$ cat src/rtl/gpio_hex_display_pkg.sv
// Shared types and constants for the GPIO hex display: scan states, blank code,
// and the active-low hex segment table (bit 6..0 = g..a).
package gpio_disp_pkg;

    typedef enum logic {
        SCAN = 1'b0,
        GAP  = 1'b1
    } disp_state_t;

    localparam logic [6:0] SEG_BLANK = 7'h7F;

    // Entry n is the pattern for nibble n; listed high-to-low in the concatenation
    localparam logic [15:0][6:0] HEX_SEG = {
        7'b0001110,  // F
        7'b0000110,  // E
        7'b0100001,  // d
        7'b1000110,  // C
        7'b0000011,  // b
        7'b0001000,  // A
        7'b0010000,  // 9
        7'b0000000,  // 8
        7'b1111000,  // 7
        7'b0000010,  // 6
        7'b0010010,  // 5
        7'b0011001,  // 4
        7'b0110000,  // 3
        7'b0100100,  // 2
        7'b1111001,  // 1
        7'b1000000   // 0
    };

    // True when digit d lies above the most significant nonzero nibble of v
    function automatic logic lead_zero(input logic [31:0] v, input logic [2:0] d);
        return (d != 3'd0) && ((v >> {d, 2'b00}) == 32'd0);
    endfunction

endpackage

$ cat src/rtl/gpio_hex_display_if.sv
// Bundle between the CPU gpio_out side (master) and the display block (slave).
interface gpio_hex_display_if;
    logic [31:0] value;
    logic [7:0]  dp_mask;
    logic [6:0]  seg;
    logic        dp;
    logic [7:0]  an;
    logic        frame_done;

    modport master (output value, dp_mask, input seg, dp, an, frame_done);
    modport slave  (input value, dp_mask, output seg, dp, an, frame_done);
endinterface

$ cat src/rtl/gpio_hex_display_hex7seg.sv
// Combinational nibble to active-low seven-segment decoder.
import gpio_disp_pkg::*;

module hex7seg (
    input  logic [3:0] nibble,
    output logic [6:0] seg
);
    always_comb seg = HEX_SEG[nibble];
endmodule

$ cat src/rtl/gpio_hex_display.sv
// Eight-digit multiplexed hex display with frame-consistent shadow registers.
// Optional leading-zero blanking is enabled by defining GPIO_DISP_LZB_EN.
import gpio_disp_pkg::*;

module gpio_hex_display #(
    parameter int unsigned SCAN_DIV = 1000,
    parameter int unsigned GAP_CYC  = 16
) (
    input  logic clk,
    input  logic rst,
    gpio_hex_display_if.slave bus
);
    localparam int unsigned MAX_CYC  = (SCAN_DIV > GAP_CYC) ? SCAN_DIV : ((GAP_CYC > 1) ? GAP_CYC : 1);
    localparam int unsigned CW       = (MAX_CYC > 1) ? $clog2(MAX_CYC) : 1;
    localparam int unsigned GAP_LIMIT = (GAP_CYC > 0) ? GAP_CYC - 1 : 0;
    localparam logic [CW-1:0] SCAN_LAST = CW'(SCAN_DIV - 1);
    localparam logic [CW-1:0] GAP_LAST  = CW'(GAP_LIMIT);

    disp_state_t   state, state_n;
    logic [2:0]    dig, dig_n;
    logic [CW-1:0] cnt, cnt_n;
    logic [31:0]   shadow_val, shadow_val_n;
    logic [7:0]    shadow_dp, shadow_dp_n;
    logic          advance, wrap;

    logic [6:0]    seg_q, seg_n, dec_seg;
    logic [7:0]    an_q, an_n;
    logic          dp_q, dp_n, fd_q;
    logic [3:0]    nibble_n;

    always_comb begin
        state_n      = state;
        dig_n        = dig;
        cnt_n        = cnt + CW'(1);
        shadow_val_n = shadow_val;
        shadow_dp_n  = shadow_dp;
        advance      = 1'b0;
        wrap         = 1'b0;

        case (state)
            SCAN: if (cnt == SCAN_LAST) begin
                cnt_n = '0;
                if (GAP_CYC > 0) state_n = GAP;
                else             advance = 1'b1;
            end
            GAP: if (cnt == GAP_LAST) begin
                cnt_n   = '0;
                advance = 1'b1;
            end
            default: state_n = SCAN;
        endcase

        if (advance) begin
            state_n = SCAN;
            dig_n   = dig + 3'd1;
            if (dig == 3'd7) begin
                wrap         = 1'b1;
                shadow_val_n = bus.value;
                shadow_dp_n  = bus.dp_mask;
            end
        end
    end

    // Decoder sees next-state data so outputs move on the same edge as the state
    assign nibble_n = shadow_val_n[{dig_n, 2'b00} +: 4];

    hex7seg u_hex7seg (
        .nibble (nibble_n),
        .seg    (dec_seg)
    );

    always_comb begin
        an_n  = 8'hFF;
        seg_n = SEG_BLANK;
        dp_n  = 1'b1;
        if (state_n == SCAN) begin
            an_n = ~(8'd1 << dig_n);
`ifdef GPIO_DISP_LZB_EN
            seg_n = lead_zero(shadow_val_n, dig_n) ? SEG_BLANK : dec_seg;
`else
            seg_n = dec_seg;
`endif
            dp_n = ~shadow_dp_n[dig_n];
        end
    end

    always_ff @(posedge clk or negedge rst) begin
        if (!rst) begin
            state      <= SCAN;
            dig        <= '0;
            cnt        <= '0;
            shadow_val <= '0;
            shadow_dp  <= '0;
            an_q       <= 8'hFE;
            seg_q      <= HEX_SEG[0];
            dp_q       <= 1'b1;
            fd_q       <= 1'b0;
        end else begin
            state      <= state_n;
            dig        <= dig_n;
            cnt        <= cnt_n;
            shadow_val <= shadow_val_n;
            shadow_dp  <= shadow_dp_n;
            an_q       <= an_n;
            seg_q      <= seg_n;
            dp_q       <= dp_n;
            fd_q       <= wrap;
        end
    end

    assign bus.an         = an_q;
    assign bus.seg        = seg_q;
    assign bus.dp         = dp_q;
    assign bus.frame_done = fd_q;

endmodule

$ cat src/flat_wrapper.sv
// flat-port wrapper written by rule: the top's interface ports become plain ports
module gpio_hex_display_flat 
#(
    parameter int unsigned SCAN_DIV = 1000,
    parameter int unsigned GAP_CYC  = 16
)
  (clk, rst, bus_value, bus_dp_mask, bus_seg, bus_dp, bus_an, bus_frame_done);
  gpio_hex_display_if bus_i ();
  input  logic clk;
  input  logic rst;
  input wire logic [$bits(bus_i.value)-1:0] bus_value;
  input wire logic [$bits(bus_i.dp_mask)-1:0] bus_dp_mask;
  output wire logic [$bits(bus_i.seg)-1:0] bus_seg;
  output wire logic [$bits(bus_i.dp)-1:0] bus_dp;
  output wire logic [$bits(bus_i.an)-1:0] bus_an;
  output wire logic [$bits(bus_i.frame_done)-1:0] bus_frame_done;
  assign bus_i.value = bus_value;
  assign bus_i.dp_mask = bus_dp_mask;
  assign bus_seg = bus_i.seg;
  assign bus_dp = bus_i.dp;
  assign bus_an = bus_i.an;
  assign bus_frame_done = bus_i.frame_done;
  gpio_hex_display #(.SCAN_DIV(SCAN_DIV), .GAP_CYC(GAP_CYC)) u_core (.clk(clk), .rst(rst), .bus(bus_i));
endmodule
$ cat config.mk
export PLATFORM = sky130hd
export DESIGN_NAME = gpio_hex_display_flat
export DESIGN_NICKNAME = d
export VERILOG_FILES = /design/src/rtl/gpio_hex_display_pkg.sv /design/src/rtl/gpio_hex_display_if.sv /design/src/rtl/gpio_hex_display_hex7seg.sv /design/src/rtl/gpio_hex_display.sv /design/src/flat_wrapper.sv
export SDC_FILE = /design/constraint.sdc
export NUM_CORES = 1
export LEC_CHECK = 0
export ABC_AREA = 0
export CAP_MARGIN = 20
export CORE_ASPECT_RATIO = 1.2
export CORE_MARGIN = 2
export CORE_UTILIZATION = 27
export CTS_BUF_LIST = sky130_fd_sc_hd__clkbuf_4 sky130_fd_sc_hd__clkbuf_8 sky130_fd_sc_hd__clkbuf_16
export DETAILED_ROUTE_END_ITERATION = 10
export DONT_BUFFER_PORTS = 1
export GPL_ROUTABILITY_DRIVEN = 0
export PLACE_DENSITY_LB_ADDON = 0.05
export SLEW_MARGIN = 20
export SYNTH_ARGS = -nofsm -noshare
export SYNTH_HDL_FRONTEND = slang
export SYNTH_SLANG_ARGS = --single-unit
$ cat constraint.sdc
create_clock -name clk -period 4.05 [get_ports clk]
set_clock_uncertainty 0.05 [all_clocks]
set_input_delay 0.405 -clock clk [delete_from_list [all_inputs] [get_ports clk]]
set_output_delay 0.405 -clock clk [all_outputs]
set_load 0.02 [all_outputs]
== Word-level counts from Yosys, hierarchy flattened ==
Memories as Yosys holds them, arrays and structs flattened.
Cells that the tools add are included.

* Register bits: 71
* Bits in latches: 0
* Memory bits (writable): 0
* ROM bits: 112
* Input port bits: 42
* Output and inout bits: 17
* Logic and storage cells: 43
* Memories: 1

* Add/subtract/negate cells: 2
* $mul: 0
* Div/mod/pow operators: 0
* Magnitude comparators: 2
* Equal/unequal tests: 3
* Shift-type cells: 2
* Mux-type cells: 21
* Bitwise operators: 3
* Reductions and logical operators: 0

{| class="wikitable"
|+ Memory list
! memory !! words !! bits a word !! read ports !! clocked after Yosys merged registers in !! write ports !! RTL line !! RTL
|-
| (no name shown) || 16 || 7 || 1 || 0 || 0 || gpio_hex_display_hex7seg.sv:8 || <nowiki>always_comb seg = HEX_SEG[nibble];</nowiki>
|}

{| class="wikitable"
|+ Operator list
! kind !! count
|-
| two-way mux 32 bit || 2
|-
| variable part select 32 x 6 -> 4 bit || 1
|-
| two-way mux 8 bit || 3
|-
| two-way mux 10 bit || 2
|-
| case mux 10 bit (2 select lines) || 1
|-
| two-way mux 7 bit || 2
|-
| adder 10 x 1 -> 10 bit, second input constant || 1
|-
| == test 10 bit, second input constant || 1
|-
| == test 10 x 4 -> 1 bit, second input constant || 1
|-
| two-way mux 1 bit || 8
|-
| inverter 8 bit || 1
|-
| left shift 1 x 3 -> 8 bit, first input constant || 1
|-
| less-than comparator 4 x 5 -> 1 bit, second input constant || 1
|-
| less-than comparator 3 x 4 -> 1 bit, second input constant || 1
|-
| adder 3 x 1 -> 3 bit, second input constant || 1
|-
| binary-select mux 1 bit (select 3 bit) || 1
|-
| == test 3 bit, second input constant || 1
|-
| two-way mux 3 bit || 1
|-
| inverter 1 bit || 2
|-
| case mux 1 bit (2 select lines) || 1
|}

== Logic depth before layout (Yosys ltp) ==
Gate-level depths: netlist of the first run.

* Depth after elaboration: 8
* Gate-level depth with buffers: 15
* Depth with buffers taken out: 13

== Hierarchy ==
Synthesis of the first run repeated with hierarchy kept, for this count alone.

* Cells, all modules: 291
* Area total of the unflattened synthesis: 3483.3 µm²

{| class="wikitable"
|+ Modules (own cells, without submodules)
! module !! instances !! cells each !! area an instance (µm²) !! seq. area each (µm²)
|-
| gpio_hex_display || 1 || 259 || 3208.1 || 1788.0
|-
| hex7seg || 1 || 32 || 275.3 || 0.0
|}

== Worst setup path before layout of the first run ==
Ideal clock, no wire load.

* Path kind: flip-flop to flip-flop
* From: register u_core.cnt[8]
* To: register u_core.seg_q[3] (netlist: u_core.bus.seg[3])
* Setup time: 124 ps
* Arrival: 3344 ps
* Required time: 3876 ps
* Setup slack: 532 ps
* Stages on the path, launching flop included: 12
* Buffers on the path: 0
* Clock period less this slack: 3518 ps
* Cells stage by stage: dfrtp_1 -> or4b_4 -> nor4_1 -> nand2_1 -> nand2_1 -> mux2i_1 -> a221oi_1 -> inv_1 -> ha_1 -> o21ai_0 -> mux2i_1 -> a211o_2

* Word-level cells in the longest chain between the ends: 8
* Elaborated cells on any way between the ends: 13
* Those cells by class: eq/ne: 2; shift: 1; mux: 9; memory: 1

{| class="wikitable"
|+ RTL lines
! what !! RTL line !! RTL
|-
| start, declared || gpio_hex_display.sv:21 || <nowiki>logic [CW-1:0] cnt, cnt_n;</nowiki>
|-
| start signal, assigned || gpio_hex_display.sv:101 || <nowiki>cnt <= cnt_n;</nowiki>
|-
| == test 10 x 4 -> 1 bit || gpio_hex_display.sv:46 || <nowiki>GAP: if (cnt == GAP_LAST) begin</nowiki>
|-
| two-way mux 1 bit || gpio_hex_display.sv:46 ||
|-
| case mux 1 bit (2 select lines) || gpio_hex_display.sv:40 || <nowiki>case (state)</nowiki>
|-
| two-way mux 32 bit || gpio_hex_display.sv:53 || <nowiki>if (advance) begin</nowiki>
|-
| via u_core.shadow_val_n[29] || gpio_hex_display.sv:22 || <nowiki>logic [31:0] shadow_val, shadow_val_n;</nowiki>
|-
| variable part select 32 x 6 -> 4 bit || gpio_hex_display.sv:65 || <nowiki>assign nibble_n = shadow_val_n[{dig_n, 2'b00} +: 4];</nowiki>
|-
| memory read (16 x 7 bit) || n/a ||
|-
| two-way mux 7 bit (not written as such) || gpio_hex_display_hex7seg.sv:8 ||
|-
| two-way mux 7 bit || gpio_hex_display.sv:76 || <nowiki>if (state_n == SCAN) begin</nowiki>
|-
| via u_core.seg_n[3] || gpio_hex_display.sv:26 || <nowiki>logic [6:0] seg_q, seg_n, dec_seg;</nowiki>
|-
| end signal, assigned || gpio_hex_display.sv:95 || <nowiki>seg_q <= HEX_SEG[0];</nowiki>
|-
| end signal, assigned || gpio_hex_display.sv:105 || <nowiki>seg_q <= seg_n;</nowiki>
|-
| end, declared || gpio_hex_display.sv:26 ||
|}

The timed path passes the listed nets, and every way through them passes these cells. The select of a mux whose other input is x is not followed.

== Worst setup path after layout of the first run ==
* From: register u_core.cnt[8]
* To: register u_core.seg_q[3] (netlist: u_core.bus.seg[3])

* Word-level cells in the longest chain between the ends: 8
* Elaborated cells on any way between the ends: 13
* Those cells by class: eq/ne: 2; shift: 1; mux: 9; memory: 1

{| class="wikitable"
|+ RTL lines
! what !! RTL line
|-
| == test 10 x 4 -> 1 bit || gpio_hex_display.sv:46
|-
| two-way mux 1 bit || gpio_hex_display.sv:46
|-
| case mux 1 bit (2 select lines) || gpio_hex_display.sv:40
|-
| two-way mux 32 bit / two-way mux 3 bit (equally long branches) || gpio_hex_display.sv:53
|-
| variable part select 32 x 6 -> 4 bit || gpio_hex_display.sv:65
|-
| memory read (16 x 7 bit) || n/a
|-
| two-way mux 7 bit (not written as such) || gpio_hex_display_hex7seg.sv:8
|-
| two-way mux 7 bit (*) || gpio_hex_display.sv:76
|-
| via u_core.seg_n[3] || gpio_hex_display.sv:26
|}

Mark *: on every way through the listed nets, which the timed path passes. The rest lies on a longest branch. The select of a mux whose other input is x is not followed.

==> results.md, run 1 <==
- Status: complete, no violations
- CTS tree: yes
- Fin. Hold Viols: 0
- LEAKAGE: between 0.0015 and 0.002 uW
- Worst Path Required: roughly 4.2 ns
- Clock sink total: 71
- Final period utilization: about nine tenths
- Total CTS buffers: 9
- Grt total ovfl: 0
- Root Driver: clkbuf_16
- Core Area: approximately 13000 um^2
- First-pass GRT wire length: about 14000 um
- Slew @ Worst Pin: approximately 0.69 ns
- Max incr delay on CP: slightly above 0.6 ns
- Slowest stage cell, crit path: or4b_4
- Arrival @ worst endpoint: ~3.8 ns
- Largest net degree at the start of global routing: 72
- Share of layout cells above drive strength 1: between 10% and 20%
- Top post-synthesis cells by count: 65 x nand2_1, 62 x dfrtp_1, 23 x inv_1, 22 x mux2i_1, 19 x nor2_1
- Clock slew at reported path FFs: ~0.06 ns
- Post-Syn Instances: 324
- CP Max Fanout: 7
- FILL cells: between 1k and 1.5k
- Final nets: 390
- Post-Synth Adder-Cell Area: between 3 and 4%
- Max-slew violations: 0
- Fmax: between 0.2 and 0.3 GHz
- Antenna-violating nets left: 0
- Post-Synth XOR/XNOR Area: about 2.0%
- Routed len/inst: ~18 um
- Most common cell in the synthesized netlist: nand2_1
- Maximum Capacitance Violations: 0
- Via-to-Cell Ratio: around 4.8
- Sequential element share of the synthesized area: about half
- DP HPWL: 6410 um
- Detailed Route Iter0 Violations: 78
- Clock Latency Late Sink: ~0.33 ns
- Yosys reg bits: around 70
- Setup violators final: 0
- DIE HEIGHT: around 130 um
- RSZ-0062 raised after global routing: no
- Top cell type's share of synthesized area: roughly 44%
- DR vias: between 2k and 2.5k
- Unique masters post-synth: 58
- Worst vdd ir: roughly 0.00022 V
- Std cell rows: 45
- Initial antenna violation count: 0
- Yosys warns: 0
- DR pass1 iterations: 4
- DRC viols: 0
- Final Util: 32.5%
- Synth Area in Compound Gates: roughly an eighth
- Die width: ~110 um
- Setup TNS: 0 ns
- Cell Area, Synth: 3490 um^2
- CTS H-tree lvls: 3
- CP endpoint kind: register
- Period minus WS final: between 3 and 4 ns
- Number of flops mapped to enable cells by yosys: 0
- Vias in the first global route: roughly 2.5k
- Pwr Density: around 400 nW/um^2
- Post-synth top area cell: dfrtp_1
- Main synth FF type: dfrtp_1
- Flop2flop setup slack: 0.45 ns
- Most common cell on crit path: mux2i_1
- Final Routed Wirelength: between 9000 and 10000 um
- Mean Syn Cell Area: around 11 um^2
- Hold Crit Class: primary input to register
- Synth Area in Simple Gates: about 16%
- Syn_nets: ~380
- Worst setup SP type: register
- Largest cells by area after synthesis: dfrtp_1 44%, nand2_1 7.0%, dfstp_2 6.8%
- Die Area: 13900 um^2
- Critical path type: register to register
- Gr usage total: ~14%
- Largest family of logic cells by synthesized area: simple AND/OR/NAND/NOR gates
- Critical Path, Cell by Cell: or4b_4, nor4_1, mux2i_1, buf_4, o221ai_1, a21o_1, and3_1, inv_1, ha_1, o21ai_0, mux2i_1, a211o_2
- I/O pin count: approximately 60
- Max Buffers Root-to-Sink: 2
- Starting density of the core: around 28%
- Async S/R FF share, synth: 100%
- Port Buffers: 0
- P&R area growth vs syn: 17.9%
- Post-synthesis mux area share: ~11%
- Slew Limit Headroom: around 54%
==> worst max-delay path, delay by kind of cell (launching register included) <==
| kind | cells | cell delay (ns) |
|---|---|---|
| buffers and inverters | 2 | 0.36 |
| AOI/OAI and AO/OA | 4 | 0.81 |
| adders and majority gates | 1 | 0.20 |
| and+or+nand+nor | 3 | 1.25 |
| DFF | 1 | 0.44 |
| muxes | 2 | 0.37 |
==> per-layer routing <==
metal,global-route usage (%),routed length (um),vias up
met5,0,0,-
met4,5.88,144,0
met3,3.80,453,9
met2,21.8,4280,47
met1,17.8,4190,1209
li1,-,-,1173
==> layout make-up <==
class                           count  area, um^2  share of cell area (%)
Antenna cell                        1        2.50                  0.0607
Inverter                           23        86.3                    2.09
Sequential cell                    71        1790                    43.4
Clock buffer                       13         268                    6.50
Timing Repair Buffer               12         125                    3.04
Multi-Input combinational cell    222        1580                    38.4
Tap cell                          164         205                    4.98
Clock inverter                      3        65.1                    1.58
==> registers in the layout (all words and copies together) (netlist names) <==
signal,flops
u_core.bus.an,8
u_core.bus.dp,1
u_core.bus.frame_done,1
u_core.bus.seg,7
u_core.cnt,10
u_core.dig,3
u_core.shadow_dp,8
u_core.shadow_val,32
u_core.state,1
==> cell usage in the layout, fill, tap and decap left out, types with 2 or more instances in the layout <==
cell type	instances
a21oi_1	6
and3_1	2
ha_1	9
dfstp_2	9
inv_1	23
dfrtp_1	62
clkbuf_8	2
bufinv_16	2
nand3_1	8
o221ai_1	8
nand2b_1	2
nand4b_1	2
nand4_1	2
a31oi_1	2
mux2_2	14
buf_4	9
nor3_1	3
xor2_1	3
xnor2_1	5
clkbuf_16	9
nand2_1	65
mux2i_1	22
a221oi_1	5
clkbuf_4	2
a21o_1	2
a22o_1	2
o211ai_1	2
nor2_1	19
a2111oi_4	2
o21ai_0	8
==> power breakdown <==
part           switching, uW  total [uW]  internal (uW)
clock network            299         885            586
registers               13.2         741            728
logic                   40.7        68.5           27.8
==> logic make-up (layout without fill, tap and decap cells) <==
kind of cell,Yosys count,count (layout)
AO/OA/AOI/OAI,51,51
XOR/XNOR,8,8
adder cells (fa/ha/maj),9,9
buffers and inverters,31,51
flip-flops,71,71
multiplexers,37,37
other,0,1
AND/OR/NAND/NOR,117,117
==> worst paths after layout <==
kind / start / endpoint / depth (start not counted)
setup reg to reg: u_core.cnt[8]$_DFF_PN0_ / u_core.bus.seg[3]$_DFF_PN0_ / 12
setup / recovery: u_core.cnt[8]$_DFF_PN0_ / u_core.bus.seg[3]$_DFF_PN0_ / 12
hold / removal: bus_value[31] / u_core.shadow_val[31]$_DFF_PN0_ / 2
max in group asynchronous: rst / u_core.bus.seg[6]$_DFF_PN1_ / 2
hold reg to reg: u_core.cnt[0]$_DFF_PN0_ / u_core.cnt[0]$_DFF_PN0_ / 1
min in group asynchronous: rst / u_core.dig[1]$_DFF_PN0_ / 2
==> through the flow <==
stage	area (um^2)	hold WS [ns]	power, uW	setup WS (ns)	cells
floorplan	3490	0.0594	792	0.532	324
global placement	3750	0.0616	806	0.405	490
detailed placement	3750	0.0622	805	0.450	490
CTS	4120	0.124	1730	0.432	508
global route	4120	0.137	1760	0.224	508
finish	4120	0.142	1690	0.450	509
==> timing repair <==
| action | in CTS | in global routing |
|---|---|---|
| hold buffers | 2 | 0 |
| gates resized for setup | 0 | 0 |
| hold endpoints to repair | 71 | 0 |
| buffers inserted | 0 | 0 |
Power figures use the tool's default switching activity.
==> inputs of run 2 (changes only) <==
- GPL_TIMING_DRIVEN: default -> 0
==> run 2 against run 1 <==
Effect of this change:
- design area increased by 0.55%
- utilization grew 0.18 points
- register-to-register slack lost 0.19 ns
- first-iteration DRC count is 22% higher
- clock-buffer cell count did not move
- via count shrank 2.6%
- worst setup slack got worse by 0.19 ns
- clock power about the same
- flip-flop and latch count unchanged
- non-clock buffer count is 2 lower
==> results.md, run 2 (same netlist as run 1, synthesis figures left out) <==
- P&R area growth vs syn: 18.6%
- Antenna-violating nets left: 0
- Register area: around 1800 um^2
- Max Buffers Root-to-Sink: 2
- Slew @ Worst Pin: 0.959 ns
- Top Registers: u_core.shadow_val x32, u_core.cnt x10
- Setup violators final: 0
- Die Area: about 14000 um^2
- Fmax: between 0.2 and 0.3 GHz
- Non-Filler Instances: a little over 500
- Clock slew at reported path FFs: approximately 0.060 ns
- Commonest non-fill, non-tap cells in the layout: 65 x nand2_1, 62 x dfrtp_1, 23 x inv_1, 22 x mux2i_1, 18 x nor2_1
- DIE HEIGHT: 129 um
- Fin. Hold Viols: 0
- DRC viols: 0
- RSZ-0062 raised after global routing: no
- Maximum Capacitance Violations: 0
- Initial antenna violation count: 2
- DP HPWL: roughly 6300 um
- Detailed Route Iter0 Violations: 95
- Post-CTS Setup Inserts: 0
- Worst vdd ir: ~0.00014 V
- FILL cells: 1340
- Placed cells: about 500
- Arrival @ worst endpoint: 3.96 ns
- Slew Limit Headroom: 34.2%
- First-pass GRT wire length: ~15000 um
- Max reg flops: 32
- Final period utilization: 93.6%
- Worst setup SP type: register
- Largest net degree at the start of global routing: 72
- Total CTS buffers: 9
- Clock sink total: about 70
- CTS H-tree lvls: 3
- Max-slew violations: 0
- Die width: ~110 um
- LEAKAGE: ~0.0018 uW
- Vias in the first global route: between 2k and 3k
- Port Buffers: 0
- Final Routed Wirelength: roughly 9000 um
- Core Area: roughly 13000 um^2
- Starting density of the core: 27.6%
- Gr usage total: between 10% and 20%
- Setup TNS: 0 ns
- Share of layout cells above drive strength 1: 19.9%
- Final nets: slightly below 400
- Biggest register: u_core.shadow_val
- Period minus WS final: around 3.8 ns
- CP endpoint kind: register
- Pwr Density: about 400 nW/um^2
- Std cell rows: between 40 and 50
- Root Driver: clkbuf_16
- Hold Crit Class: primary input to register
- Status: complete, no violations
- Clock Latency Late Sink: 0.33 ns
- I/O pin count: 59
- CTS tree: yes
- DR vias: roughly 2.4k
- Area of the multi-input gates: 1640 um^2
- DR pass1 iterations: 4
- CP Max Fanout: 9
- Worst Path Required: 4.22 ns
- Most common cell after layout, fill and taps aside: nand2_1
- Grt total ovfl: 0
- Critical path type: register to register
- Routed len/inst: 17.4 um
- Via-to-Cell Ratio: around 4.7
run 2: changes by cell type in the layout (fill, tap and decap cells not counted), moves of 2 or more:
| cell | change |
|---|---|
| buf_4 | -8 |
| buf_2 | +3 |
| a221oi_2 | +2 |
| a221oi_1 | -3 |
| clkbuf_1 | +2 |
run 2: through the flow:
step           total power (uW)  hold WS [ns]  cell area (um^2)  worst slack [ns]  util (%)
2_1_floorplan               792        0.0594              3490             0.532         -
3_3_place_gp                803        0.0611              3700            -0.822      29.2
3_5_place_dp                803        0.0616              3720            -0.366      29.3
4_1_cts                    1720         0.125              4100            0.0270      32.4
5_1_grt                    1770         0.142              4140           0.00470      32.7
6_report                   1690         0.138              4140             0.258      32.7
run 2: path summary, 6_finish.rpt:
| kind | slack, ns | cells after the start | startpoint | end |
|---|---|---|---|---|
| worst max-delay path | 0.26 | 11 | u_core.cnt[9]$_DFF_PN0_ | u_core.bus.seg[3]$_DFF_PN0_ |
| worst min-delay path | 0.14 | 2 | bus_value[31] | u_core.shadow_val[31]$_DFF_PN0_ |
| worst max register to register | 0.26 | 11 | u_core.cnt[9]$_DFF_PN0_ | u_core.bus.seg[3]$_DFF_PN0_ |
| worst min register to register | 0.40 | 1 | u_core.cnt[0]$_DFF_PN0_ | u_core.cnt[0]$_DFF_PN0_ |
| max in group asynchronous | 3.04 | 2 | rst | u_core.bus.seg[6]$_DFF_PN1_ |
| min in group asynchronous | 0.58 | 2 | rst | u_core.shadow_dp[6]$_DFF_PN0_ |
run 2: area by class of cell:
cell class              count  share of cell area [%]
clock inverters             3                    1.57
well taps                 164                    4.95
inverters                  23                    2.08
flip-flops and latches     71                    43.1
multi-input cells         222                    39.7
plain buffers               7                   0.966
diodes                      2                   0.121
clock buffers              13                    6.46
repair buffers              3                    1.03
run 2: power by group:
part	leakage (uW)	internal, uW	switching (uW)
Clock	0.000167	586	297
Sequential	0.000794	728	12.9
Combinational	0.000858	27.7	41.2
Total	0.00182	1340	351
run 2: worst max-delay path: stages, from the launching register on:
cell	delay (ns)
dfrtp_1	0.46
or4b_4	0.59
nor4_1	0.35
mux2i_1	0.40
o221ai_1	0.31
a21oi_1	0.13
a221oi_4	0.37
inv_1	0.15
ha_1	0.27
o21ai_0	0.16
mux2i_1	0.12
a211o_2	0.31
run 2: layer usage:
| layer | wire, um | GRT usage, % | vias up |
|---|---|---|---|
| met4 | 127 | 5.43 | 0 |
| met5 | 0 | 0 | - |
| met3 | 427 | 3.75 | 11 |
| met2 | 4310 | 22.7 | 42 |
| li1 | - | - | 1164 |
| met1 | 3980 | 18.2 | 1157 |
run 2: repair_timing:
| item | in CTS | in global routing |
|---|---|---|
| hold buffers | 2 | 0 |
| setup endpoints to repair | 6 | 3 |
| hold endpoints to repair | 71 | 0 |
| pin swaps | 0 | 0 |
| resized for setup | 2 | 7 |
==> inputs of run 3 (changes only) <==
- CORE_MARGIN: 2 -> default
==> run 3 against run 2 <==
Effect of this change:
- wire length up 0.45%
- fmax up 1.0%
- sequential share of layout area up 0.57 points
- sequential power about the same
- design area down 1.3%
- utilization down 0.28 points
- cell count unchanged
- first-iteration DRC count down 16%
- non-clock buffer count up 1
- hold slack worse by 0.0078 ns
- critical path type unchanged
- critical endpoint unchanged
- largest cell class unchanged
- largest power group unchanged
- highest routed layer unchanged
==> results.md, run 3 (same netlist as run 1, synthesis figures left out) <==
- Detailed Route Iter0 Violations: 80
- Final nets: just under 400
- Net Sw Frac: a little over a fifth
- FILL cells: ~1.3k
- Max Buffers Root-to-Sink: 2
- Max reg flops: 32
- Port Buffers: 0
- DP HPWL: 6340 um
- DRC viols: 0
- Gr usage total: 14.2%
- Hold path start: bus_value[31]
- DIE HEIGHT: about 130 um
- Period minus WS final: between 3 and 4 ns
- Top Registers: u_core.shadow_val x32, u_core.cnt x10
- Slew @ Worst Pin: just over 0.9 ns
- Critical path startpoint: u_core.cnt[0]$_DFF_PN0_
- RR Startpoint: u_core.cnt[0]$_DFF_PN0_
- Maximum Capacitance Violations: 0
- Root Driver: clkbuf_16
- Final Instance Area: between 4000 and 5000 um^2
- Commonest non-fill, non-tap cells in the layout: 65 x nand2_1, 62 x dfrtp_1, 23 x inv_1, 22 x mux2i_1, 18 x nor2_1
- Worst Path Required: 4.21 ns
- I/O pin count: approximately 60
- Clock slew at reported path FFs: approximately 0.06 ns
- Total power: roughly 1600 uW
- Fin. Hold Viols: 0
- Initial antenna violation count: 0
- Final Routed Wirelength: about 8900 um
- Placed cells: 489
- Setup violators final: 0
- Max-slew violations: 0
- Arrival @ worst endpoint: between 3 and 4 ns
- Total CTS buffers: 9
- Non-Filler Instances: about 510
- Hold Crit Class: primary input to register
- CP Max Fanout: 10
- Fmax: between 0.2 and 0.3 GHz
- Largest net degree at the start of global routing: a little over 70
- CTS tree: yes
- Routed len/inst: between 15 and 20 um
- Design internal power: between 1000 and 1500 uW
- CP endpoint kind: register
- Pwr Density: about 380 nW/um^2
- Clock Latency Late Sink: approximately 0.33 ns
- P&R area growth vs syn: 17.0%
- Clock Power Share: between 40% and 50%
- Final Util: between 30% and 40%
- Antenna-violating nets left: 0
- First-pass GRT wire length: around 14000 um
- Vias in the first global route: roughly 2.5k
- Share of layout cells above drive strength 1: around a fifth
- Comb power frac: under 10%
- Grt total ovfl: 0
- Psw: ~340 uW
- CTS H-tree lvls: 3
- Final period utilization: 92.7%
- DR vias: about 2.4k
- Starting density of the core: between 20% and 30%
- Post-DP Area: 3720 um^2
- Std cell rows: 45
- Clock sink total: 71
- DR pass1 iterations: 4
- Die Area: approximately 13000 um^2
- Most common cell after layout, fill and taps aside: nand2_1
- Slew Limit Headroom: 36.6%
- Worst vdd ir: approximately 0.00014 V
- Hold Slack: 0.130 ns
- Die width: 106 um
- Critical path type: register to register
- Status: complete, no violations
- LEAKAGE: around 0.0018 uW
- RSZ-0062 raised after global routing: no
- Via-to-Cell Ratio: 4.73
- Worst setup SP type: register
- Share of power burned in registers: between 40 and 50%
- Post-CTS Setup Inserts: 0
- Flop2flop setup slack: between 0.2 and 0.3 ns
- Biggest register: u_core.shadow_val
- Core Area: between 10000 and 15000 um^2
-- run 3: through the flow --
| step | worst slack, ns | setup TNS, ns |
|---|---|---|
| after floorplan | 0.532 | 0 |
| after global placement | -0.733 | -4.00 |
| after detailed placement | -0.399 | -1.50 |
| after CTS | 0.0284 | 0 |
| after global routing | 0.00414 | 0 |
| final | 0.296 | 0 |
-- run 3: power by group through the flow --
stage	Sequential [uW]	Combinational (uW)	Clock [uW]
floorplan	752	40.1	0
finish	741	69.0	747
CTS	741	70.5	778
global route	743	79.0	803
detailed placement	753	50.1	0
global placement	753	50.0	0
-- run 3: path summary, 6_finish.rpt --
check	depth (start not counted)	end
hold reg to reg	1	u_core.cnt[0]$_DFF_PN0_
setup reg to reg	15	u_core.bus.seg[3]$_DFF_PN0_
hold / removal	2	u_core.shadow_val[31]$_DFF_PN0_
max in group asynchronous	2	u_core.bus.seg[6]$_DFF_PN1_
min in group asynchronous	2	u_core.bus.frame_done$_DFF_PN0_
setup / recovery	15	u_core.bus.seg[3]$_DFF_PN0_
-- run 3: worst max-delay path: stages (launching register included) --
cell	delay [ns]
dfrtp_1	0.36
ha_1	0.27
and4b_2	0.34
nand4_2	0.15
buf_6	0.19
buf_4	0.19
clkbuf_4	0.22
mux2i_1	0.16
o221ai_1	0.18
a21oi_1	0.12
a221oi_4	0.39
inv_1	0.15
ha_1	0.27
o21ai_0	0.13
mux2i_1	0.11
a211o_2	0.32
-- run 3: final cells by class --
| type | count | area (um^2) | share of cell area, % |
|---|---|---|---|
| repair buffers | 3 | 42.5 | 1.04 |
| clock buffers | 15 | 277 | 6.76 |
| multi-input cells | 222 | 1640 | 40.0 |
| well taps | 164 | 205 | 5.02 |
| plain buffers | 8 | 47.5 | 1.16 |
| inverters | 23 | 86.3 | 2.11 |
| clock inverters | 1 | 5.00 | 0.122 |
| flip-flops and latches | 71 | 1790 | 43.7 |
| diodes | 1 | 2.50 | 0.0612 |
-- run 3: repair_timing --
action / 4_1_cts / 5_1_grt
hold buffers: 2 / 0
endpoints found under the hold margin: 71 / 0
setup endpoints to repair: 7 / 4
resized for setup: 2 / 7
-- run 3: layer usage --
layer	track usage [%]	part of all wire, %
met3	3.85	5.1
met5	0	0
met2	22.5	48
met4	6.94	1.9
met1	17.9	45
